**src/rtl/ex_hazard_ctrl_pkg.sv**
```systemverilog
// Shared types and codes for the execute-stage hazard controller and the
// datapath operand muxes that consume its forwarding selects.
package ex_hazard_ctrl_pkg;

  typedef enum logic [1:0] {
    ST_RUN  = 2'd0,
    ST_MDU  = 2'd1,
    ST_HALT = 2'd2,
    ST_STEP = 2'd3
  } state_t;

  localparam logic [1:0] FWD_RF  = 2'b00;
  localparam logic [1:0] FWD_WB  = 2'b01;
  localparam logic [1:0] FWD_MEM = 2'b10;

endpackage

```
**src/rtl/ex_hazard_ctrl_if.sv**
```systemverilog
// Hazard-control bundle between the pipeline datapath (master) and the
// execute-stage hazard controller (slave).
interface ex_hazard_ctrl_if;
  logic [4:0] RsD, RtD, RsE, RtE;
  logic       MemtoRegE;
  logic [4:0] WriteRegM, WriteRegW;
  logic       RegWriteM, RegWriteW;
  logic       mdu_start_e;
  logic       halt_req, step_req, resume_req;
  logic [1:0] ForwardAE, ForwardBE;
  logic       StallF, StallD, StallE, StallM, StallW;
  logic       FlushE, FlushM;
  logic       halted, mdu_busy, mdu_done;

  modport master (
    output RsD, RtD, RsE, RtE, MemtoRegE, WriteRegM, WriteRegW,
           RegWriteM, RegWriteW, mdu_start_e, halt_req, step_req, resume_req,
    input  ForwardAE, ForwardBE, StallF, StallD, StallE, StallM, StallW,
           FlushE, FlushM, halted, mdu_busy, mdu_done
  );

  modport slave (
    input  RsD, RtD, RsE, RtE, MemtoRegE, WriteRegM, WriteRegW,
           RegWriteM, RegWriteW, mdu_start_e, halt_req, step_req, resume_req,
    output ForwardAE, ForwardBE, StallF, StallD, StallE, StallM, StallW,
           FlushE, FlushM, halted, mdu_busy, mdu_done
  );
endinterface

```
**src/rtl/ex_hazard_ctrl_fwd_unit.sv**
```systemverilog
// Forwarding select for one execute-stage ALU operand; the MEM-stage
// result is younger than WB, so it wins when both match.
module fwd_unit
  import ex_hazard_ctrl_pkg::*;
(
  input  logic [4:0] src,
  input  logic [4:0] wr_m,
  input  logic       we_m,
  input  logic [4:0] wr_w,
  input  logic       we_w,
  output logic [1:0] fwd
);

  always_comb begin
    fwd = FWD_RF;
    if (we_m && (wr_m != 5'd0) && (wr_m == src))
      fwd = FWD_MEM;
    else if (we_w && (wr_w != 5'd0) && (wr_w == src))
      fwd = FWD_WB;
  end

endmodule

```
**src/rtl/ex_hazard_ctrl.sv**
```systemverilog
// Execute-stage hazard controller: operand forwarding, load-use stall,
// multi-cycle mult/div sequencing and debugger halt/step/resume.
module ex_hazard_ctrl
  import ex_hazard_ctrl_pkg::*;
#(
  parameter int MDU_LAT = 8,
  parameter int CNT_W   = 4
) (
  input  logic           clk,
  input  logic           rst_n,
  ex_hazard_ctrl_if.slave hz
);

  state_t            state_q, state_d;
  logic [CNT_W-1:0]  cnt_q, cnt_d;
  logic              halt_pend_q, halt_pend_d;
  logic              lwstall;

  fwd_unit u_fwd_a (
    .src (hz.RsE), .wr_m(hz.WriteRegM), .we_m(hz.RegWriteM),
    .wr_w(hz.WriteRegW), .we_w(hz.RegWriteW), .fwd(hz.ForwardAE)
  );

  fwd_unit u_fwd_b (
    .src (hz.RtE), .wr_m(hz.WriteRegM), .we_m(hz.RegWriteM),
    .wr_w(hz.WriteRegW), .we_w(hz.RegWriteW), .fwd(hz.ForwardBE)
  );

  assign lwstall = hz.MemtoRegE && ((hz.RtE == hz.RsD) || (hz.RtE == hz.RtD));

  always_ff @(posedge clk or negedge rst_n) begin
    if (!rst_n) begin
      state_q     <= ST_RUN;
      cnt_q       <= '0;
      halt_pend_q <= 1'b0;
    end else begin
      state_q     <= state_d;
      cnt_q       <= cnt_d;
      halt_pend_q <= halt_pend_d;
    end
  end

  always_comb begin
    state_d     = state_q;
    cnt_d       = cnt_q;
    halt_pend_d = halt_pend_q;
    hz.StallF   = 1'b0;
    hz.StallD   = 1'b0;
    hz.StallE   = 1'b0;
    hz.StallM   = 1'b0;
    hz.StallW   = 1'b0;
    hz.FlushE   = 1'b0;
    hz.FlushM   = 1'b0;
    hz.halted   = 1'b0;
    hz.mdu_busy = 1'b0;
    hz.mdu_done = 1'b0;

    case (state_q)
      ST_RUN: begin
        hz.StallF = lwstall;
        hz.StallD = lwstall;
        hz.FlushE = lwstall;
        if (hz.mdu_start_e) begin
          state_d     = ST_MDU;
          cnt_d       = CNT_W'(MDU_LAT - 1);
          halt_pend_d = hz.halt_req;
        end else if (hz.halt_req) begin
          state_d = ST_HALT;
        end
      end

      // Older instructions in M/W keep draining while the mult/div holds E.
      ST_MDU: begin
        hz.StallF   = 1'b1;
        hz.StallD   = 1'b1;
        hz.StallE   = 1'b1;
        hz.FlushM   = 1'b1;
        hz.mdu_busy = 1'b1;
        cnt_d       = cnt_q - CNT_W'(1);
        if (hz.halt_req) halt_pend_d = 1'b1;
        if (cnt_q == '0) begin
          hz.mdu_done = 1'b1;
          cnt_d       = '0;
          state_d     = (halt_pend_q || hz.halt_req) ? ST_HALT : ST_RUN;
          halt_pend_d = 1'b0;
        end
      end

      ST_HALT: begin
        hz.StallF = 1'b1;
        hz.StallD = 1'b1;
        hz.StallE = 1'b1;
        hz.StallM = 1'b1;
        hz.StallW = 1'b1;
        hz.halted = 1'b1;
        if (hz.resume_req)    state_d = ST_RUN;
        else if (hz.step_req) state_d = ST_STEP;
      end

      // One advancing clock; a stepped mult/div must finish before re-halting.
      ST_STEP: begin
        hz.StallF = lwstall;
        hz.StallD = lwstall;
        hz.FlushE = lwstall;
        if (hz.mdu_start_e) begin
          state_d     = ST_MDU;
          cnt_d       = CNT_W'(MDU_LAT - 1);
          halt_pend_d = 1'b1;
        end else begin
          state_d = ST_HALT;
        end
      end

      default: state_d = ST_RUN;
    endcase
  end

endmodule

```
**src/flat_wrapper.sv**
```systemverilog
// flat-port wrapper written by rule: the top's interface ports become plain ports
module ex_hazard_ctrl_flat import ex_hazard_ctrl_pkg::*;
#(
  parameter int MDU_LAT = 8,
  parameter int CNT_W   = 4
)
  (clk, rst_n, hz_RsD, hz_RtD, hz_RsE, hz_RtE, hz_MemtoRegE, hz_WriteRegM, hz_WriteRegW, hz_RegWriteM, hz_RegWriteW, hz_mdu_start_e, hz_halt_req, hz_step_req, hz_resume_req, hz_ForwardAE, hz_ForwardBE, hz_StallF, hz_StallD, hz_StallE, hz_StallM, hz_StallW, hz_FlushE, hz_FlushM, hz_halted, hz_mdu_busy, hz_mdu_done);
  ex_hazard_ctrl_if hz_i ();
  input  logic clk;
  input  logic rst_n;
  input wire logic [$bits(hz_i.RsD)-1:0] hz_RsD;
  input wire logic [$bits(hz_i.RtD)-1:0] hz_RtD;
  input wire logic [$bits(hz_i.RsE)-1:0] hz_RsE;
  input wire logic [$bits(hz_i.RtE)-1:0] hz_RtE;
  input wire logic [$bits(hz_i.MemtoRegE)-1:0] hz_MemtoRegE;
  input wire logic [$bits(hz_i.WriteRegM)-1:0] hz_WriteRegM;
  input wire logic [$bits(hz_i.WriteRegW)-1:0] hz_WriteRegW;
  input wire logic [$bits(hz_i.RegWriteM)-1:0] hz_RegWriteM;
  input wire logic [$bits(hz_i.RegWriteW)-1:0] hz_RegWriteW;
  input wire logic [$bits(hz_i.mdu_start_e)-1:0] hz_mdu_start_e;
  input wire logic [$bits(hz_i.halt_req)-1:0] hz_halt_req;
  input wire logic [$bits(hz_i.step_req)-1:0] hz_step_req;
  input wire logic [$bits(hz_i.resume_req)-1:0] hz_resume_req;
  output wire logic [$bits(hz_i.ForwardAE)-1:0] hz_ForwardAE;
  output wire logic [$bits(hz_i.ForwardBE)-1:0] hz_ForwardBE;
  output wire logic [$bits(hz_i.StallF)-1:0] hz_StallF;
  output wire logic [$bits(hz_i.StallD)-1:0] hz_StallD;
  output wire logic [$bits(hz_i.StallE)-1:0] hz_StallE;
  output wire logic [$bits(hz_i.StallM)-1:0] hz_StallM;
  output wire logic [$bits(hz_i.StallW)-1:0] hz_StallW;
  output wire logic [$bits(hz_i.FlushE)-1:0] hz_FlushE;
  output wire logic [$bits(hz_i.FlushM)-1:0] hz_FlushM;
  output wire logic [$bits(hz_i.halted)-1:0] hz_halted;
  output wire logic [$bits(hz_i.mdu_busy)-1:0] hz_mdu_busy;
  output wire logic [$bits(hz_i.mdu_done)-1:0] hz_mdu_done;
  assign hz_i.RsD = hz_RsD;
  assign hz_i.RtD = hz_RtD;
  assign hz_i.RsE = hz_RsE;
  assign hz_i.RtE = hz_RtE;
  assign hz_i.MemtoRegE = hz_MemtoRegE;
  assign hz_i.WriteRegM = hz_WriteRegM;
  assign hz_i.WriteRegW = hz_WriteRegW;
  assign hz_i.RegWriteM = hz_RegWriteM;
  assign hz_i.RegWriteW = hz_RegWriteW;
  assign hz_i.mdu_start_e = hz_mdu_start_e;
  assign hz_i.halt_req = hz_halt_req;
  assign hz_i.step_req = hz_step_req;
  assign hz_i.resume_req = hz_resume_req;
  assign hz_ForwardAE = hz_i.ForwardAE;
  assign hz_ForwardBE = hz_i.ForwardBE;
  assign hz_StallF = hz_i.StallF;
  assign hz_StallD = hz_i.StallD;
  assign hz_StallE = hz_i.StallE;
  assign hz_StallM = hz_i.StallM;
  assign hz_StallW = hz_i.StallW;
  assign hz_FlushE = hz_i.FlushE;
  assign hz_FlushM = hz_i.FlushM;
  assign hz_halted = hz_i.halted;
  assign hz_mdu_busy = hz_i.mdu_busy;
  assign hz_mdu_done = hz_i.mdu_done;
  ex_hazard_ctrl #(.MDU_LAT(MDU_LAT), .CNT_W(CNT_W)) u_core (.clk(clk), .rst_n(rst_n), .hz(hz_i));
endmodule
```
**config.mk**
```make
export PLATFORM = sky130hd
export DESIGN_NAME = ex_hazard_ctrl_flat
export DESIGN_NICKNAME = d
export VERILOG_FILES = /design/src/rtl/ex_hazard_ctrl_pkg.sv /design/src/rtl/ex_hazard_ctrl_if.sv /design/src/rtl/ex_hazard_ctrl_fwd_unit.sv /design/src/rtl/ex_hazard_ctrl.sv /design/src/flat_wrapper.sv
export SDC_FILE = /design/constraint.sdc
export NUM_CORES = 1
export LEC_CHECK = 0
export ABC_CLOCK_PERIOD_IN_PS = 2900
export CAP_MARGIN = 20
export CORE_MARGIN = 1.5
export CORE_UTILIZATION = 37
export DETAILED_ROUTE_END_ITERATION = 16
export HOLD_SLACK_MARGIN = 0.15
export PLACE_DENSITY_LB_ADDON = 0.3
export SYNTH_ARGS = -nofsm -noshare
export SYNTH_HDL_FRONTEND = slang
export SYNTH_SLANG_ARGS = --single-unit
```
**constraint.sdc**
```tcl
create_clock -name clk -period 2.9 [get_ports clk]
set_clock_uncertainty 0.05 [all_clocks]
set_input_delay 0.87 -clock clk [delete_from_list [all_inputs] [get_ports clk]]
set_output_delay 0.87 -clock clk [all_outputs]
set_load 0.02 [all_outputs]
```
## Word-level counts from Yosys, hierarchy flattened

Index checks and enable logic that the tools add are counted.

- Register bits after elaboration: 7
- Input port bits: 39
- Output and inout port bits: 14
- Word-level logic and storage cells: 67

- $add $sub $neg: 1
- Eq/ne operators: 16
- Mux-type cells: 27
- Reductions and logical operators: 20

Operators by type and width:

| operator | number |
|---|---|
| 5-bit equality test | 6 |
| 2-bit two-way mux | 9 |
| 1-bit two-way mux | 12 |
| 5-bit nonzero test | 2 |
| 4-bit two-way mux | 2 |
| 2-bit one-hot mux with 4 select lines | 1 |
| 4-bit one-hot mux with 2 select lines | 1 |
| 1-bit logical AND | 7 |
| 3-bit inequality test, second input constant | 2 |
| 2-bit equality test, second input constant | 2 |
| 4-bit zero test | 1 |
| 2-bit by 1-bit inequality test with 1-bit output, second input constant | 2 |
| 2-bit inequality test, second input constant | 2 |
| 4-bit AND reduction | 1 |
| 2-bit OR reduction | 2 |
| 4-bit by 1-bit subtractor with 4-bit output, second input constant | 1 |
| 3-bit by 2-bit inequality test with 1-bit output, second input constant | 1 |
| 1-bit one-hot mux with 3 select lines | 1 |
| 3-bit AND reduction | 1 |
| 3-bit nonzero test | 1 |
| 2-bit by 1-bit equality test with 1-bit output, second input constant | 1 |
| 2-bit zero test | 1 |
| 1-bit logical OR | 2 |
| 1-bit one-hot mux with 2 select lines | 1 |
| other kinds (2) | 2 |

## Longest topological paths before layout

- Word-level depth: 5
- Gate-level depth with buffers: 6
- Depth with buffers taken out: 6

## By module

From an unflattened synthesis, not the netlist that was laid out.

- Cell total of the unflattened synthesis: 110
- Area total of the unflattened synthesis: 908.4 µm²

By module, submodules not included:

| module | instances | cells an instance | area an instance (µm²) |
|---|---|---|---|
| ex_hazard_ctrl | 1 | 70 | 605.6 |
| fwd_unit | 2 | 20 | 151.4 |

## Worst setup path after synthesis

OpenSTA, ideal clock, no wires.

- Path kind: input-to-output
- From: input port hz_WriteRegM[1]
- To: output port hz_ForwardAE[0]
- Arrival: 2.201 ns
- Setup slack: -0.221 ns
- Stages: 4
- Path buffers: 0
- Path through: or4_4 o21ai_2 nor4_1 nor4_2

- Word-level cells in the longest chain between the ends: 4

Ends and longest elaborated chain:

| element | RTL line | text |
|---|---|---|
| from (decl) | flat_wrapper.sv:16 | `input wire logic [$bits(hz_i.WriteRegM)-1:0] hz_WriteRegM;` |
| 5-bit nonzero test | ex_hazard_ctrl_fwd_unit.sv:16 | `if (we_m && (wr_m != 5'd0) && (wr_m == src))` |
| 1-bit logical AND | ex_hazard_ctrl_fwd_unit.sv:16 |  |
| 1-bit logical AND (*) | ex_hazard_ctrl_fwd_unit.sv:16 |  |
| 2-bit two-way mux (*) | ex_hazard_ctrl_fwd_unit.sv:16 |  |
| to (decl) | flat_wrapper.sv:24 | `output wire logic [$bits(hz_i.ForwardAE)-1:0] hz_ForwardAE;` |

Every way passes the cells marked *; elsewhere a longest branch is shown, timed or not.

## Worst setup path in the final report

- From: input port hz_WriteRegM[2]
- To: output port hz_ForwardBE[0]

- Word-level cells in the longest chain between the ends: 4

Ends and longest elaborated chain:

| element | RTL line | text |
|---|---|---|
| 5-bit nonzero test | ex_hazard_ctrl_fwd_unit.sv:16 |  |
| 1-bit logical AND | ex_hazard_ctrl_fwd_unit.sv:16 |  |
| 1-bit logical AND (*) | ex_hazard_ctrl_fwd_unit.sv:16 |  |
| 2-bit two-way mux (*) | ex_hazard_ctrl_fwd_unit.sv:16 |  |
| to (decl) | flat_wrapper.sv:25 | `output wire logic [$bits(hz_i.ForwardBE)-1:0] hz_ForwardBE;` |

Marked as above.

==> impl_summary.md <==
Setup path
The worst setup path is launched from an input port. The largest fanout on the critical path is 2. The worst setup path is captured at an output pin. The required time of the critical path is 1.98 ns. The worst setup path is of the in2out kind.

The arrival time of the worst setup path is around 2.2 ns.

Logic synthesis
In this run the cell area of the synthesized design comes to 891 um^2. After synthesis, flip-flops and latches occupy between 10% and 20% of the total area. Synthesis instantiated 33 different standard cells from the library. The commonest register cell after synthesis is sky130_fd_sc_hd__dfrtp_1.

Synthesis inferred 7 register bits. Counting every instance in the synthesized netlist gives 101. The top cell type by area accounts for between 10% and 20% of the synthesized area. After synthesis, the most frequently instantiated cells are sky130_fd_sc_hd__xnor2_1 (16), sky130_fd_sc_hd__xor2_1 (14), sky130_fd_sc_hd__dfrtp_1 (7). The synthesized design contains 0 enable-type register cells. After synthesis, the mean cell area works out to between 8 and 9 um^2. sky130_fd_sc_hd__xnor2_1 is the most common cell in the netlist. The Yosys step of the flow raised 0 warnings. By area the synthesized netlist is led by sky130_fd_sc_hd__dfrtp_1 (20%), sky130_fd_sc_hd__xnor2_1 (16%), sky130_fd_sc_hd__xor2_1 (14%), sky130_fd_sc_hd__ha_1 (5.6%), sky130_fd_sc_hd__buf_4 (3.4%).

The number of nets handed over by synthesis was 144. sky130_fd_sc_hd__dfrtp_1 takes more of the synthesized area than any other cell. In the synthesized netlist the async set-or-reset flop fraction comes to 100%.

STA
The period utilization is 107%. The shortest clock period the worst path allows after layout is ~3.1 ns. For this run, the top clock speed supported by timing is between 300 and 400 MHz. The hold violation count in the final report is 0. The final setup violation count is 4. The slew at the pin with the worst max-slew slack is approximately 0.36 ns. Hold timing on the final database bottoms out at a slack of around 0.45 ns. After layout, the worst setup slack is -0.196 ns. In this run the tightest slew margin relative to its limit is 75.8%. Setup repair after global routing could not meet its margin everywhere. The number of max-slew violations in the final report is 0.

Place
Input and output buffers added on the ports amount to 52. The placed instance area is between 0.0015 and 0.002 mm^2. The last weighted congestion value of the routability-driven placer is 0.724. The final HPWL from detailed placement is between 2000 and 2500 um.

Once placement completed, the tool counted placed cells totaling 195.

Route
Across all layers, the routed design uses 1051 vias. In this run, the number of DRC markers left after iteration 0 of detailed routing was 10. The final antenna-violating net count is 0. The via density per instance is 5.20. The final routed wirelength across all metal layers is between 3000 and 4000 um.

The detailed-routing iteration count for the pre-antenna-repair pass is 4. In the routed design, unresolved DRC markers number 0. In the final routed layout, each cell accounts on average for approximately 15 um.

Cells and area
The repair_antennas step left the layout with diodes totalling 0. The core utilization of the finished layout is about 76%. Compared with the post-synthesis result, the final layout area differs by 91.0%.

For this run, the post-layout net count is 218. Cells with a size suffix above 1 make up 39.7% of the layout. The number of cells in the finished layout apart from fillers is just over 200. The cell area after layout is 0.00170 mm^2.

Pwr
Cell internal power was estimated by the tool at 0.534 mW. The net switching share of the total power is 45.5%. The portion of total power attributed to the clock network is 9.2%.

IR analysis of the VDD net gives a maximum drop of 0.000512 V. The share of total power in sequential cells is 17.2%. For this design the static power due to leakage is 0.763 nW.

Summed over all nets, the switching power comes to 0.446 mW. Combinational logic burns 73.7% of the power. For this design the ratio of total power to cell area is between 500 and 600 mW/mm^2.

Floorplan
53 I/O pins were placed. The floorplan has 17 rows. The overall die width is 52.1 um. The floorplan step defined a die boundary enclosing 0.00271 mm^2. For this configuration, the core starts out at a cell density of 39.9%.

The vertical extent of the die is 52.1 um. The floorplan step defined a core boundary enclosing 0.00223 mm^2.

Clock tree
The TritonCTS clock tree is built. The total clock sinks is 7. The root buffer selected by CTS is sky130_fd_sc_hd__clkbuf_4.

The clock passes through at most 2 buffers. The clock latency reported for the late side of the worst-skew pair is about 0.25 ns. Clock-pin slew was measured on the worst setup and hold paths at roughly 0.05 ns.

In this run the number of H-tree levels came out at 1. Buffers inserted during clock tree synthesis total 3.

Status
The checks that failed: negative setup slack. The run finished, with violations left.

Global route
The maximum number of pins on one net before global-route repair is 10. The wire length of the first global-routing pass is 4640 um. The via count of the first global-routing pass is 1124. The global-route total usage across every layer is 23.3%. Summed over all layers, the global routing overflow is 0. The number of antenna violations at the first check in global routing is 0.

Min path
The class of the tightest hold or removal check is reg2reg.

Job
Max-cap violations in this run came to 0.
## cell type report
type | instances | area, um^2
flip-flops and latches | 7 | 175
inverters | 6 | 22.5
fillers | 175 | 532
repair buffers | 73 | 648
well taps | 28 | 35.0
clock buffers | 4 | 26.3
multi-input cells | 84 | 795
## cells in the final DEF, fill, tap and decap left out, types with 2 or more instances in the layout
cell type / count
sky130_fd_sc_hd__buf_4: 20
sky130_fd_sc_hd__clkdlybuf4s50_1: 15
sky130_fd_sc_hd__xor2_1: 14
sky130_fd_sc_hd__buf_6: 14
sky130_fd_sc_hd__xnor2_1: 11
sky130_fd_sc_hd__dlygate4sd2_1: 10
sky130_fd_sc_hd__dfrtp_1: 7
sky130_fd_sc_hd__nor2_1: 6
sky130_fd_sc_hd__nor4_4: 5
sky130_fd_sc_hd__xnor2_2: 5
sky130_fd_sc_hd__nand2_1: 5
sky130_fd_sc_hd__inv_1: 5
sky130_fd_sc_hd__buf_2: 5
sky130_fd_sc_hd__or4_4: 4
sky130_fd_sc_hd__o21ai_0: 4
sky130_fd_sc_hd__clkbuf_2: 4
sky130_fd_sc_hd__a21oi_1: 3
sky130_fd_sc_hd__ha_1: 3
sky130_fd_sc_hd__clkbuf_4: 3
sky130_fd_sc_hd__dlymetal6s2s_1: 3
sky130_fd_sc_hd__nand3_1: 2
sky130_fd_sc_hd__nand4_1: 2
sky130_fd_sc_hd__mux2i_1: 2
sky130_fd_sc_hd__clkdlybuf4s15_1: 2
## per-stage QoR
| stage | setup slack [ns] | power (mW) | TNS [ns] |
|---|---|---|---|
| 2_1_floorplan | -0.0114 | 0.581 | -0.0227 |
| 6_report | -0.196 | 0.980 | -0.559 |
| 3_5_place_dp | -1.12 | 0.850 | -6.17 |
| 3_3_place_gp | -1.08 | 0.824 | -5.86 |
| 5_1_grt | -0.244 | 1.04 | -0.805 |
| 4_1_cts | -0.305 | 0.964 | -0.902 |
## flip-flops by register name (all words and copies together) (netlist names)
name / flops
u_core.cnt_q: 4
u_core.state_q: 2
u_core.halt_pend_q: 1
## power by group through the flow
stage / registers (mW) / clock network [mW] / logic, mW
floorplan: 0.160 / 0 / 0.422
global placement: 0.165 / 0 / 0.658
detailed placement: 0.170 / 0 / 0.680
CTS: 0.167 / 0.0886 / 0.708
global route: 0.173 / 0.0949 / 0.774
finish: 0.168 / 0.0900 / 0.722
## worst paths after layout
| path | from | endpoint | slack [ns] | cells after the start |
|---|---|---|---|---|
| max | hz_WriteRegM[2] | hz_ForwardBE[0] | -0.20 | 7 |
| min in group asynchronous | rst_n | u_core.halt_pend_q | 0.83 | 1 |
| min reg2reg | u_core.halt_pend_q | u_core.halt_pend_q | 0.45 | 1 |
| min | u_core.halt_pend_q | u_core.halt_pend_q | 0.45 | 1 |
| max reg2reg | u_core.cnt_q[1] | u_core.state_q[0] | 1.09 | 4 |
| max in group asynchronous | rst_n | u_core.cnt_q[2] | 1.72 | 1 |
## metal layers
layer	share of wire [%]	global-route usage, %
met1	34	20.8
met2	57	47.9
met3	6.0	4.89
met4	2.5	10.5
met5	0	0
## cells by family after synthesis
family | Yosys count | synth area share, %
AND/OR/NAND/NOR | 31 | 23.0
AO/OA/AOI/OAI | 16 | 12.8
flip-flops | 7 | 19.7
multiplexers | 3 | 3.51
XOR/XNOR | 30 | 29.5
adder cells (fa/ha/maj) | 4 | 5.62
buffers and inverters | 10 | 5.90
## repair_timing
action | in CTS | in global routing
hold endpoints to repair | 0 | 0
gates resized for setup | 99 | 39
hold buffers | 0 | 0
cloned | 0 | 0
pin swaps | 20 | 16
buffers inserted | 1 | 2
endpoints found under the setup margin | 7 | 8
## critical path, stage by stage
cell and delay, ns:
sky130_fd_sc_hd__buf_6 0.09, sky130_fd_sc_hd__or4_4 0.53, sky130_fd_sc_hd__o21ai_4 0.20, sky130_fd_sc_hd__buf_6 0.13, sky130_fd_sc_hd__nor4_4 0.05, sky130_fd_sc_hd__nor4_4 0.13, sky130_fd_sc_hd__buf_4 0.17
Note: power is estimated with default switching activity, not from simulation.
